--- src/rtl/w_fetch_seq.sv ---
// -----------------------------------------------------------------------------
// w_fetch_seq
// Read-side sequencer for one neuron's weight memory. A start request walks
// read addresses 0..numWeight-1 through a memory with a one-cycle registered
// read, captures each returned word in a 2-entry buffer and streams the words
// in address order to the MAC over a valid/ready handshake. Reads are issued
// only while the buffer still has room for the word they will return, so MAC
// backpressure never drops or repeats a word.
//
// Ports
//   clk        in   system clock, rising edge
//   rst_n      in   asynchronous active-low reset
//   start      in   begin a fetch pass (sampled only while idle)
//   busy       out  pass in progress (fetching or draining)
//   done       out  one-cycle pulse after the last weight is accepted
//   mem_ren    out  weight memory read enable
//   mem_radd   out  weight memory read address (holds when mem_ren=0)
//   mem_rdata  in   weight memory read data, valid the cycle after mem_ren
//   w_valid    out  w_data/w_idx/w_last hold a weight
//   w_ready    in   MAC accepts the current weight
//   w_data     out  weight word
//   w_idx      out  address of the current weight
//   w_last     out  current weight is the final one of the pass
// -----------------------------------------------------------------------------
module w_fetch_seq #(
  parameter int numWeight    = 10,
  parameter int addressWidth = (numWeight > 1) ? $clog2(numWeight) : 1,
  parameter int dataWidth    = 16
) (
  input  logic                    clk,
  input  logic                    rst_n,
  input  logic                    start,
  output logic                    busy,
  output logic                    done,
  output logic                    mem_ren,
  output logic [addressWidth-1:0] mem_radd,
  input  logic [dataWidth-1:0]    mem_rdata,
  output logic                    w_valid,
  input  logic                    w_ready,
  output logic [dataWidth-1:0]    w_data,
  output logic [addressWidth-1:0] w_idx,
  output logic                    w_last
);

  localparam logic [1:0] S_IDLE  = 2'd0;
  localparam logic [1:0] S_FETCH = 2'd1;
  localparam logic [1:0] S_DRAIN = 2'd2;
  localparam logic [1:0] S_DONE  = 2'd3;

  localparam logic [addressWidth-1:0] LAST_IDX = addressWidth'(numWeight - 1);

  logic [1:0]              state_q, state_d;
  logic [addressWidth-1:0] rd_ptr_q, rd_ptr_d;
  logic [addressWidth-1:0] radd_q, radd_d;
  logic                    inflight_q, inflight_d;
  logic [1:0]              occ_q, occ_d;
  logic [dataWidth-1:0]    head_data_q, head_data_d;
  logic [addressWidth-1:0] head_idx_q, head_idx_d;
  logic                    head_last_q, head_last_d;
  logic [dataWidth-1:0]    tail_data_q, tail_data_d;
  logic [addressWidth-1:0] tail_idx_q, tail_idx_d;
  logic                    tail_last_q, tail_last_d;

  logic       pop_s;
  logic       push_s;
  logic       ren_s;
  logic       in_last_s;
  logic [2:0] used_s;

  // Handshake, capture and read-credit decode.
  always_comb begin
    pop_s     = (occ_q != 2'd0) && w_ready;
    push_s    = inflight_q;
    // radd_q always holds the address of the read now returning data.
    in_last_s = (radd_q == LAST_IDX);
    // Slots already claimed after this cycle's pop: buffered words plus the
    // word still coming back from memory. pop implies occ_q>=1, so no underflow.
    used_s    = {1'b0, occ_q} + {2'b00, inflight_q} - {2'b00, pop_s};
    ren_s     = (state_q == S_FETCH) && (used_s < 3'd2);
  end

  // Sequencer state, read pointer and last-issued address.
  always_comb begin
    state_d    = state_q;
    rd_ptr_d   = rd_ptr_q;
    radd_d     = radd_q;
    inflight_d = ren_s;
    case (state_q)
      S_IDLE: begin
        if (start) begin
          state_d  = S_FETCH;
          rd_ptr_d = {addressWidth{1'b0}};
        end else begin
          state_d  = S_IDLE;
        end
      end
      S_FETCH: begin
        if (ren_s) begin
          rd_ptr_d = rd_ptr_q + addressWidth'(1);
          radd_d   = rd_ptr_q;
          if (rd_ptr_q == LAST_IDX) begin
            state_d = S_DRAIN;
          end else begin
            state_d = S_FETCH;
          end
        end else begin
          state_d = S_FETCH;
        end
      end
      S_DRAIN: begin
        if (pop_s && head_last_q) begin
          state_d = S_DONE;
        end else begin
          state_d = S_DRAIN;
        end
      end
      S_DONE: begin
        state_d = S_IDLE;
      end
      default: begin
        state_d = S_IDLE;
      end
    endcase
  end

  // Two-entry buffer: head drives the outputs, tail holds the word that
  // arrived while the MAC was stalling.
  always_comb begin
    occ_d       = occ_q;
    head_data_d = head_data_q;
    head_idx_d  = head_idx_q;
    head_last_d = head_last_q;
    tail_data_d = tail_data_q;
    tail_idx_d  = tail_idx_q;
    tail_last_d = tail_last_q;
    case ({push_s, pop_s})
      2'b10: begin
        if (occ_q == 2'd0) begin
          head_data_d = mem_rdata;
          head_idx_d  = radd_q;
          head_last_d = in_last_s;
        end else begin
          tail_data_d = mem_rdata;
          tail_idx_d  = radd_q;
          tail_last_d = in_last_s;
        end
        occ_d = occ_q + 2'd1;
      end
      2'b01: begin
        head_data_d = tail_data_q;
        head_idx_d  = tail_idx_q;
        head_last_d = tail_last_q;
        occ_d       = occ_q - 2'd1;
      end
      2'b11: begin
        if (occ_q == 2'd1) begin
          head_data_d = mem_rdata;
          head_idx_d  = radd_q;
          head_last_d = in_last_s;
        end else begin
          head_data_d = tail_data_q;
          head_idx_d  = tail_idx_q;
          head_last_d = tail_last_q;
          tail_data_d = mem_rdata;
          tail_idx_d  = radd_q;
          tail_last_d = in_last_s;
        end
      end
      default: begin
        occ_d = occ_q;
      end
    endcase
  end

  // State registers; reset discards any word still returning from memory.
  always_ff @(posedge clk or negedge rst_n) begin
    if (!rst_n) begin
      state_q     <= S_IDLE;
      rd_ptr_q    <= {addressWidth{1'b0}};
      radd_q      <= {addressWidth{1'b0}};
      inflight_q  <= 1'b0;
      occ_q       <= 2'd0;
      head_data_q <= {dataWidth{1'b0}};
      head_idx_q  <= {addressWidth{1'b0}};
      head_last_q <= 1'b0;
      tail_data_q <= {dataWidth{1'b0}};
      tail_idx_q  <= {addressWidth{1'b0}};
      tail_last_q <= 1'b0;
    end else begin
      state_q     <= state_d;
      rd_ptr_q    <= rd_ptr_d;
      radd_q      <= radd_d;
      inflight_q  <= inflight_d;
      occ_q       <= occ_d;
      head_data_q <= head_data_d;
      head_idx_q  <= head_idx_d;
      head_last_q <= head_last_d;
      tail_data_q <= tail_data_d;
      tail_idx_q  <= tail_idx_d;
      tail_last_q <= tail_last_d;
    end
  end

  // Output drive; the data outputs come straight from the head registers.
  always_comb begin
    busy     = (state_q == S_FETCH) || (state_q == S_DRAIN);
    done     = (state_q == S_DONE);
    mem_ren  = ren_s;
    mem_radd = ren_s ? rd_ptr_q : radd_q;
    w_valid  = (occ_q != 2'd0);
    w_data   = head_data_q;
    w_idx    = head_idx_q;
    w_last   = (occ_q != 2'd0) && head_last_q;
  end

endmodule

--- config.mk ---
export PLATFORM = sky130hd
export DESIGN_NAME = w_fetch_seq
export DESIGN_NICKNAME = d
export VERILOG_FILES = /design/src/rtl/w_fetch_seq.sv
export SDC_FILE = /design/constraint.sdc
export NUM_CORES = 1
export LEC_CHECK = 0
export ABC_AREA = 1
export CORE_UTILIZATION = 51
export CTS_BUF_LIST = sky130_fd_sc_hd__clkbuf_16
export DETAILED_ROUTE_END_ITERATION = 8
export PLACE_DENSITY = 0.83
export SLEW_MARGIN = 20
export SYNTH_ARGS = -nofsm -noshare
export SYNTH_HDL_FRONTEND = slang
export SYNTH_SLANG_ARGS = --single-unit
--- constraint.sdc ---
create_clock -name clk -period 8.14 [get_ports clk]
set_input_delay 1.628 -clock clk [delete_from_list [all_inputs] [get_ports clk]]
set_output_delay 1.628 -clock clk [all_outputs]
set_load 0.01 [all_outputs]
## Word-level counts from Yosys, hierarchy flattened

Cells that the tools add are included.

- Add/subtract/negate cells: 5
- $lt $le $gt $ge: 1
- Equal/unequal tests: 14
- Muxes and demuxes: 28
- Reduce and logical (&&, ||, !) cells: 15

Operators with widths:

| operator | count |
|---|---|
| 2-to-1 mux 16 bit | 4 |
| one-hot mux 16 bit (3 select lines) | 1 |
| one-hot mux 16 bit (2 select lines) | 1 |
| 2-to-1 mux 4 bit | 7 |
| one-hot mux 4 bit (2 select lines) | 2 |
| one-hot mux 4 bit (3 select lines) | 1 |
| != test 2 bit (second input constant) | 5 |
| == test 2 bit (second input constant) | 4 |
| == test 4 bit (second input constant) | 2 |
| one-hot mux 2 bit (4 select lines) | 1 |
| nonzero test 2 bit | 4 |
| == test 2 x 1 -> 1 bit (second input constant) | 3 |
| 2-to-1 mux 1 bit | 6 |
| AND reduction 3 bit | 2 |
| adder 4 x 1 -> 4 bit (second input constant) | 1 |
| logical AND 1 bit | 4 |
| logical NOT 2 bit | 2 |
| 2-to-1 mux 2 bit | 2 |
| one-hot mux 2 bit (2 select lines) | 1 |
| adder 2 x 1 -> 3 bit | 1 |
| < comparator 3 x 2 -> 1 bit (second input constant) | 1 |
| one-hot mux 1 bit (3 select lines) | 1 |
| nonzero test 3 bit | 1 |
| subtractor 3 x 1 -> 3 bit | 1 |
| 5 further kinds | 5 |

- Register bits after elaboration: 55
- Input port bits: 20
- Output and inout port bits: 29
- Word-level logic and storage cells: 74

## Longest topological paths before layout

Gate-level depths: netlist of the first run.

- Word-level depth: 7
- Gate-level depth with buffers: 15

## Worst setup path after synthesis of the first run

No wires, ideal clock.

- Path kind: in2out
- Start point: input port w_ready
- End point: output port mem_radd[0]
- Data arrival time: 3.060 ns
- Data required time: 6.512 ns
- Slack: 3.452 ns
- Stages on the path: 11
- Path buffers: 1
- Cell sequence: nand2_2 -> nor2_1 -> o21ai_1 -> fa_1 -> nand2_1 -> inv_1 -> nand3_1 -> buf_4 -> inv_2 -> nand2_1 -> nand2_1

- Cells in the longest elaborated chain, start to end: 5

Ends and longest elaborated chain:

| element | line | source |
|---|---|---|
| start: declaration | 39 | `input logic w_ready,` |
| logical AND 1 bit | 72 | `pop_s = (occ_q != 2'd0) && w_ready;` |
| subtractor 3 x 1 -> 3 bit | 78 | `used_s = {1'b0, occ_q} + {2'b00, inflight_q} - {2'b00, pop_s};` |
| < comparator 3 x 2 -> 1 bit | 79 | `ren_s = (state_q == S_FETCH) && (used_s < 3'd2);` |
| logical AND 1 bit | 79 |  |
| named net mem_ren | 35 | `output logic mem_ren,` |
| 2-to-1 mux 4 bit | - |  |
| end: declaration | 36 | `output logic [addressWidth-1:0] mem_radd,` |

The timed path passes the listed nets, and every way through them passes these cells.

## Worst setup path in the final report of the first run

- Start point: input port w_ready
- End point: output port mem_radd[0]

- Cells in the longest elaborated chain, start to end: 5

Ends and longest elaborated chain:

| element | line |
|---|---|
| logical AND 1 bit | 72 |
| subtractor 3 x 1 -> 3 bit | 78 |
| < comparator 3 x 2 -> 1 bit | 79 |
| logical AND 1 bit | 79 |
| 2-to-1 mux 4 bit | - |

Every way passes these cells.

==> impl_summary.log, run 1 <==
[metrics] proportion of layout cells with a drive suffix above 1: 5.71%
[metrics] Worst Reg-to-Reg Cells: 14
[metrics] minimum clock period after layout: 6.16 ns
[metrics] number of resized instances in the post-cts repair step: 0
[metrics] sequence of cells on the critical path: clkdlybuf4s50_1 > nand2_2 > nor2_1 > o21ai_1 > fa_1 > nand2_1 > inv_1 > nand3_1 > inv_2 > nand2_1 > nand2_1 > clkdlybuf4s50_1
[metrics] placed instance area: 0.00332 mm2
[metrics] Post-layout nets: 434
[metrics] clock tree from TritonCTS: yes
[metrics] area fraction in compound gates after synthesis: 2.50%
[metrics] number of antenna violations at the first check in global routing: 0
[metrics] H-Tree Level Count: 2
[metrics] buffer count from post-CTS setup fixing: 0
[metrics] buffers from clock root to sink, at most: 2
[metrics] number of DRC markers in iteration 0: 235
[metrics] post-synth net total: 395
[metrics] Worst Path Buf+Inv: 4
[metrics] Core Rows: 27
[metrics] pins over their slew limit: 0
[metrics] cell types with the largest area share after synthesis: sky130_fd_sc_hd__dfrtp_1 (47%), sky130_fd_sc_hd__nand2_1 (23%), sky130_fd_sc_hd__nand3_1 (7.8%)
[metrics] data arrival at the endpoint of the critical path: 4.53 ns
[metrics] area of all sequential standard cells: 0.00138 mm2
[metrics] Worst Setup End Kind: output port
[metrics] vias per inst: 5.15
[metrics] post-synthesis average cell area: 7.98 um2
[metrics] number of buffers created by CTS: 5
[metrics] critical-path maximum fanout: 11
[metrics] slowest cell on the critical path: sky130_fd_sc_hd__clkdlybuf4s50_1
[metrics] Top cell by count, worst path: sky130_fd_sc_hd__nand2_1
[metrics] die boundary height: 77.5 um
[metrics] Synth Cell Area: 0.00291 mm2
[metrics] warnings from Yosys: 0
[metrics] register area share after synthesis: 47.4%
[metrics] die area: 0.00600 mm2
[metrics] maximum single-stage delay on the critical path: 0.61 ns
[metrics] critical path's top delay family: buffers and inverters
[metrics] number of sinks handled by clock tree synthesis: 55
[metrics] synthesis-stage register bit count: 55
[metrics] remaining routing DRC violations: 0
[metrics] reg-to-reg endpoint: rd_ptr_q[3]$_DFFE_PN0P_
[metrics] HPWL after detailed placement: 4130 um
[metrics] pin count of the biggest net entering global routing: 56
[metrics] CP Class: input port to output port
[metrics] Hold Violations, Final: 0
[metrics] GRT Overall Usage: 23.1%
[metrics] total congestion overflow: 0
[metrics] worst reg2reg startpoint: occ_q[1]$_DFFE_PN0P_
[metrics] type of the most critical hold path: flop to flop
[metrics] port bufs: 48
[metrics] global-route wire length before repair: 11,000 um
[metrics] max-cap viol count: 0
[metrics] Die Width: 77.5 um
[metrics] setup violation total in the final timing report: 0
[metrics] adder-cell share of the synthesized area: 5.00%
[metrics] maximum resistive drop on vdd: 0.110 mV
[metrics] routed wire length per instance: 13.3 um
[metrics] area share of xor/xnor cells in the synthesized design: 1.21%
[metrics] post-synthesis share of cell area spent on and, or, nand and nor gates: 35.9%
[metrics] Setup TNS: 0 ns
[metrics] area of the multi-input gates: 0.00130 mm2
[metrics] result of the run: finished clean
[metrics] I/O Pins: 49
[metrics] placeable core region: 0.00551 mm2
[metrics] count of nets left with antenna violations after detail routing: 0
[metrics] share of cell area taken by muxes after synthesis: 0%
[metrics] Required @ worst endpoint: 6.51 ns
[metrics] drt pass-1 iters: 4
[metrics] setup repair after global routing missed its margin: no
[metrics] clk_lat worst skew: 0.29 ns
[metrics] Design Power: 869 uW
[metrics] power density normalized to cell area: 250 mW/mm2
[metrics] cell at the root of the clock tree: sky130_fd_sc_hd__clkbuf_16
[metrics] Placer Congestion: 0.838
[metrics] Hold Buf Count CTS: 0
[metrics] Filler Cells Inserted: 472
[metrics] total stage count of the critical path: 12
[metrics] Period Utilization, post-route: 75.6%
[metrics] worst reg2reg setup slack: 5.29 ns
[metrics] design area: 0.00348 mm2
[metrics] Syn Inst Count: 364
[metrics] dominant combinational cell family by area after synthesis: simple AND/OR/NAND/NOR gates
[metrics] wire length after detailed routing: 6330 um
[metrics] static leakage power: 0.00183 uW
[metrics] worst setup path startpoint: w_ready
[metrics] proportion of netlist area held by the largest area contributor: 47.4%
[metrics] library cell with the largest summed area after synthesis: sky130_fd_sc_hd__dfrtp_1
[metrics] measured slew at the worst slew-check pin: 0.839 ns
[metrics] total number of vias: 2,448
[metrics] via count of the first global-routing pass: 2,436
[metrics] cell depth of the worst hold path: 2
[metrics] Distinct cells, synth: 25
[metrics] worst setup skew after layout: 0.00461 ns
[metrics] clock slew seen by the registers of the worst setup and hold paths: 0.07 ns
[metrics] starting utilization of the core area: 52.8%
[metrics] Relative slew margins: 43.9%
[metrics] Syn-to-layout area delta: 19.6%
[metrics] critical path startpoint category: input port
[metrics] antenna cells: 0
[metrics] termination of the worst setup path: mem_radd[0]
[metrics] highest achievable clock rate: 162 MHz
[synthesized netlist by cell type]
cell and count:
sky130_fd_sc_hd__nand2_1 181, sky130_fd_sc_hd__dfrtp_1 55, sky130_fd_sc_hd__nand3_1 45, sky130_fd_sc_hd__inv_1 14, sky130_fd_sc_hd__ha_1 10, sky130_fd_sc_hd__nor2_1 10, sky130_fd_sc_hd__buf_6 9, sky130_fd_sc_hd__o21ai_1 7
sky130_fd_sc_hd__inv_2 5, sky130_fd_sc_hd__nand2_4 4, sky130_fd_sc_hd__nand2_2 3, sky130_fd_sc_hd__xnor2_1 3, sky130_fd_sc_hd__a21oi_1 2, sky130_fd_sc_hd__buf_2 2, sky130_fd_sc_hd__buf_4 2, sky130_fd_sc_hd__clkbuf_1 2
sky130_fd_sc_hd__clkbuf_8 2, sky130_fd_sc_hd__a21oi_4 1, sky130_fd_sc_hd__a31oi_1 1, sky130_fd_sc_hd__fa_1 1, sky130_fd_sc_hd__nand3_2 1, sky130_fd_sc_hd__nand4_4 1, sky130_fd_sc_hd__nor2b_1 1, sky130_fd_sc_hd__o21ai_0 1
sky130_fd_sc_hd__xor2_1 1
[kinds of logic (layout without fill, tap and decap cells)]
family,after synthesis,in the layout
AND/OR/NAND/NOR,246,246
flip-flops,55,55
buffers and inverters,36,75
AO/OA/AOI/OAI,12,12
adder cells (fa/ha/maj),11,11
XOR/XNOR,4,4
[worst min-delay path by stage]
stage	endpoint	start	slack, ns
4_1_cts	tail_data_q[10]$_DFFE_PN0P_	tail_data_q[10]$_DFFE_PN0P_	0.48
2_1_floorplan	tail_data_q[0]$_DFFE_PN0P_	tail_data_q[0]$_DFFE_PN0P_	0.44
5_1_grt	tail_data_q[5]$_DFFE_PN0P_	tail_data_q[5]$_DFFE_PN0P_	0.49
6_report	tail_data_q[10]$_DFFE_PN0P_	tail_data_q[10]$_DFFE_PN0P_	0.47
3_5_place_dp	tail_data_q[10]$_DFFE_PN0P_	tail_data_q[10]$_DFFE_PN0P_	0.46
3_3_place_gp	tail_data_q[0]$_DFFE_PN0P_	tail_data_q[0]$_DFFE_PN0P_	0.45
[worst reg2reg max path, cell delays in order (launching register included)]
cell                      delay [ns]
sky130_fd_sc_hd__dfrtp_1        0.45
sky130_fd_sc_hd__inv_2          0.08
sky130_fd_sc_hd__ha_1           0.24
sky130_fd_sc_hd__inv_2          0.13
sky130_fd_sc_hd__nand2_2        0.12
sky130_fd_sc_hd__nor2_1         0.19
sky130_fd_sc_hd__o21ai_1        0.11
sky130_fd_sc_hd__fa_1           0.50
sky130_fd_sc_hd__nand2_1        0.07
sky130_fd_sc_hd__inv_1          0.06
sky130_fd_sc_hd__nand3_1        0.32
sky130_fd_sc_hd__nand2_1        0.15
sky130_fd_sc_hd__o21ai_1        0.15
sky130_fd_sc_hd__nand2_1        0.09
sky130_fd_sc_hd__nand2_1        0.07
[cells in the final DEF, fill, tap and decap left out, types with 3 or more instances in the layout]
| master | instances |
|---|---|
| sky130_fd_sc_hd__dfrtp_1 | 55 |
| sky130_fd_sc_hd__clkbuf_16 | 5 |
| sky130_fd_sc_hd__nand2_4 | 4 |
| sky130_fd_sc_hd__xnor2_1 | 3 |
| sky130_fd_sc_hd__nand2_1 | 181 |
| sky130_fd_sc_hd__nor2_1 | 10 |
| sky130_fd_sc_hd__inv_2 | 5 |
| sky130_fd_sc_hd__nand2_2 | 3 |
| sky130_fd_sc_hd__o21ai_1 | 7 |
| sky130_fd_sc_hd__ha_1 | 10 |
| sky130_fd_sc_hd__nand3_1 | 45 |
| sky130_fd_sc_hd__inv_1 | 15 |
| sky130_fd_sc_hd__clkdlybuf4s50_1 | 47 |
[sequential cells by signal, indices dropped and copies added, names as in the netlist, named ones only]
name         cells
tail_last_q      1
rd_ptr_q         4
w_idx            4
tail_idx_q       4
occ_q            2
tail_data_q     16
head_last_q      1
w_data          16
inflight_q       1
state_q          1
radd_q           4
[metrics by stage]
stage / std cells / setup slack, ns / hold WS, ns / util (%)
after floorplan: 364 / 3.45 / 0.442 / -
after global placement: 468 / 2.11 / 0.454 / 60.2
after detailed placement: 468 / 1.98 / 0.459 / 60.2
after CTS: 475 / 1.97 / 0.475 / 63.1
after global routing: 475 / 1.82 / 0.491 / 63.1
final: 475 / 1.98 / 0.472 / 63.1
[power by group]
| part | switching, uW | leakage, uW | total [uW] | internal (uW) |
|---|---|---|---|---|
| Sequential | 29.4 | 0.000741 | 348 | 319 |
| Combinational | 153 | 0.00101 | 285 | 133 |
| Clock | 92.7 | 0.0000811 | 235 | 142 |
[final cells by class]
type / instances / share of cell area, %
timing repair buffer: 49 / 13.9
tap: 72 / 2.59
inverter: 19 / 2.05
sequential: 55 / 39.6
clock inverter: 2 / 0.972
clock buffer: 5 / 3.60
multi-input combinational: 273 / 37.3
[routing by layer]
metal / global-route usage (%) / vias to the layer above / share of wire, %
met5: 0 / - / 0
met4: 6.79 / 0 / 0.81
met3: 4.47 / 7 / 5.1
met2: 40.2 / 77 / 51
met1: 28.9 / 1157 / 43
li1: - / 1207 / -
No activity file was read; power rests on OpenSTA's default activity.
==> inputs of run 2 (changes only) <==
==> constraint.sdc (replaced) <==
create_clock -name clk -period 6.01 [get_ports clk]
set_input_delay 1.202 -clock clk [delete_from_list [all_inputs] [get_ports clk]]
set_output_delay 1.202 -clock clk [all_outputs]
set_load 0.01 [all_outputs]
==> run 2 against run 1 <==
  * Die area stayed put
  * Combinational power is 36% higher
  * Worst hold slack worse by 0.0014 ns
  * Sequential share of layout area stayed put
  * First-iteration DRC count is 4.7% lower
  * Register-to-register slack worse by 2.2 ns
  * Critical endpoint unchanged
==> impl_summary.log, run 2 (same netlist as run 1, synthesis figures left out) <==
[metrics] result of the run: finished clean (unchanged)
[metrics] number of antenna violations at the first check in global routing: 0 (unchanged)
[metrics] Worst Setup Slack post-DPL: 0.687 ns (was 1.98 ns)
[metrics] drt pass-1 iters: 5 (was 4)
[metrics] buffers from clock root to sink, at most: 2 (unchanged)
[metrics] via count of the first global-routing pass: 2,377 (was 2,436)
[metrics] Top cell by count, worst path: sky130_fd_sc_hd__nand2_1 (unchanged)
[metrics] number of resized instances in the post-cts repair step: 0 (unchanged)
[metrics] Hold Buf Count CTS: 0 (unchanged)
[metrics] starting utilization of the core area: 52.8% (unchanged)
[metrics] GRT Overall Usage: 22.0% (was 23.1%)
[metrics] clock tree from TritonCTS: yes (unchanged)
[metrics] Hold Worst Slack: 0.471 ns (was 0.472 ns)
[metrics] static leakage power: 0.00183 uW (unchanged)
[metrics] total number of vias: 2,439 (was 2,448)
[metrics] Worst Setup End Kind: output port (unchanged)
[metrics] maximum single-stage delay on the critical path: 0.62 ns (was 0.61 ns)
[metrics] Design Power: 1170 uW (was 869 uW)
[metrics] minimum clock period after layout: 5.37 ns
[metrics] remaining routing DRC violations: 0 (unchanged)
[metrics] critical-path maximum fanout: 11 (unchanged)
[metrics] port bufs: 48 (unchanged)
[metrics] worst setup skew after layout: 0.00646 ns (was 0.00461 ns)
[metrics] pin count of the biggest net entering global routing: 56 (unchanged)
[metrics] Required @ worst endpoint: 4.81 ns (was 6.51 ns)
[metrics] clock slew seen by the registers of the worst setup and hold paths: 0.06 ns (was 0.07 ns)
[metrics] vias per inst: 5.13 (was 5.15)
[metrics] proportion of layout cells with a drive suffix above 1: 5.71% (unchanged)
[metrics] I/O Pins: 49 (unchanged)
[metrics] data arrival at the endpoint of the critical path: 4.16 ns (was 4.53 ns)
[metrics] die area: 0.00600 mm2 (unchanged)
[metrics] part of the power in registers: 40.2% (was 40.1%)
[metrics] Hold Violations, Final: 0 (unchanged)
[metrics] global-route wire length before repair: 10,600 um (was 11,000 um)
[metrics] most frequent cells in the layout: sky130_fd_sc_hd__nand2_1 (181), sky130_fd_sc_hd__dfrtp_1 (55), sky130_fd_sc_hd__clkdlybuf4s50_1 (47) (unchanged)
[metrics] max-cap viol count: 0 (unchanged)
[metrics] Int Power: 805 uW (was 594 uW)
[metrics] most common library cell in the layout ignoring fill and taps: sky130_fd_sc_hd__nand2_1 (unchanged)
[metrics] Core Rows: 27 (unchanged)
[metrics] final worst-path setup slack: 0.644 ns (was 1.98 ns)
[metrics] total net switching power: 369 uW (was 275 uW)
[metrics] clk_lat worst skew: 0.29 ns (about the same)
[metrics] placeable core region: 0.00551 mm2 (unchanged)
[metrics] # placed instances: 468 (unchanged)
[metrics] type of the most critical hold path: flop to flop (unchanged)
[metrics] measured slew at the worst slew-check pin: 0.830 ns (was 0.839 ns)
[metrics] Syn-to-layout area delta: 19.6% (unchanged)
[metrics] HPWL after detailed placement: 3960 um (was 4130 um)
[metrics] Die Width: 77.5 um (unchanged)
[metrics] Placer Congestion: 0.879 (was 0.838)
[metrics] antenna cells: 0 (unchanged)
[metrics] die boundary height: 77.5 um (unchanged)
[metrics] number of sinks handled by clock tree synthesis: 55 (unchanged)
[metrics] setup repair after global routing missed its margin: no (unchanged)
[metrics] wire length after detailed routing: 6040 um (was 6330 um)
[metrics] Relative slew margins: 44.6% (was 43.9%)
[metrics] Post-layout nets: 434 (unchanged)
[metrics] Period Utilization, post-route: 89.3%
[metrics] Setup TNS: 0 ns (unchanged)
[metrics] number of buffers created by CTS: 5 (unchanged)
[metrics] total congestion overflow: 0 (unchanged)
[metrics] count of nets left with antenna violations after detail routing: 0 (unchanged)
[metrics] cell at the root of the clock tree: sky130_fd_sc_hd__clkbuf_16 (unchanged)
[metrics] power share of the combinational group: 33.0% (was 32.8%)
[metrics] setup violation total in the final timing report: 0 (unchanged)
[metrics] maximum resistive drop on vdd: 0.162 mV (was 0.110 mV)
[metrics] slowest cell on the critical path: sky130_fd_sc_hd__clkdlybuf4s50_1 (unchanged)
[metrics] highest achievable clock rate: 186 MHz
[metrics] number of DRC markers in iteration 0: 224 (was 235)
[metrics] H-Tree Level Count: 2 (unchanged)
[metrics] buffer count from post-CTS setup fixing: 0 (unchanged)
[metrics] power density normalized to cell area: 338 mW/mm2 (was 250 mW/mm2)
[metrics] routed wire length per instance: 12.7 um (was 13.3 um)
[metrics] pins over their slew limit: 0 (unchanged)
[metrics] switching part of the total: 31.4% (was 31.6%)
[metrics] sequence of cells on the critical path: clkdlybuf4s50_1 > nand2_2 > nor2_1 > o21ai_1 > fa_1 > nand2_1 > inv_1 > nand3_1 > inv_2 > nand2_1 > nand2_1 > clkdlybuf4s50_1 (unchanged)
[metrics] Final Non-Filler Cells: 475 (unchanged)
[metrics] critical path startpoint category: input port (unchanged)
[metrics] CP Class: input port to output port (unchanged)
[metrics] relative contribution of the clock network to total power: 26.9% (was 27.1%)
-- run 2: cell counts in the layout (fill, tap and decap cells not counted) --
No cell type changed its count.
-- run 2: path summary, 6_finish.rpt --
kind | endpoint | startpoint | slack [ns] | cells past startpoint
min in group asynchronous | tail_data_q[3]$_DFFE_PN0P_ | rst_n | 1.04 | 2
worst min register to register | tail_idx_q[0]$_DFFE_PN0P_ | tail_idx_q[0]$_DFFE_PN0P_ | 0.47 | 2
max in group asynchronous | rd_ptr_q[1]$_DFFE_PN0P_ | rst_n | 4.52 | 2
worst max register to register | rd_ptr_q[2]$_DFFE_PN0P_ | occ_q[1]$_DFFE_PN0P_ | 3.14 | 14
worst min-delay path | tail_idx_q[0]$_DFFE_PN0P_ | tail_idx_q[0]$_DFFE_PN0P_ | 0.47 | 2
worst max-delay path | mem_radd[0] | w_ready | 0.64 | 12
-- run 2: cell type report --
| class | instances | area, um2 |
|---|---|---|
| inverter | 19 | 71.3 |
| multi-input combinational | 273 | 1300 |
| fill | 465 | 2030 |
| timing repair buffer | 49 | 483 |
| clock inverter | 2 | 33.8 |
| clock buffer | 5 | 125 |
| tap | 72 | 90.1 |
| sequential | 55 | 1380 |
-- run 2: through the flow --
step | util [%] | instance area [um2]
final | 63.1 | 3480
after detailed placement | 60.2 | 3320
after global placement | 60.2 | 3320
after CTS | 63.1 | 3480
after global routing | 63.1 | 3480
after floorplan | - | 2910
-- run 2: power groups by stage --
stage | Sequential (uW) | Combinational (uW) | Clock (uW)
2_1_floorplan | 502 | 206 | 0
3_3_place_gp | 475 | 379 | 0
3_5_place_dp | 478 | 387 | 0
4_1_cts | 471 | 390 | 321
5_1_grt | 479 | 428 | 335
6_report | 471 | 387 | 315
-- run 2: layer usage --
layer	wire length, um	up-vias	GRT usage [%]
li1	-	1207	-
met1	2720	1170	28.6
met2	2950	58	37.2
met3	317	4	4.00
met4	57	0	6.60
met5	0	-	0
-- run 2: critical path: cells and delay by family --
family | cells | cell delay, ns
AOI/OAI and AO/OA | 1 | 0.12
and+or+nand+nor | 6 | 0.92
buffers and inverters | 4 | 1.41
adders and majority gates | 1 | 0.50
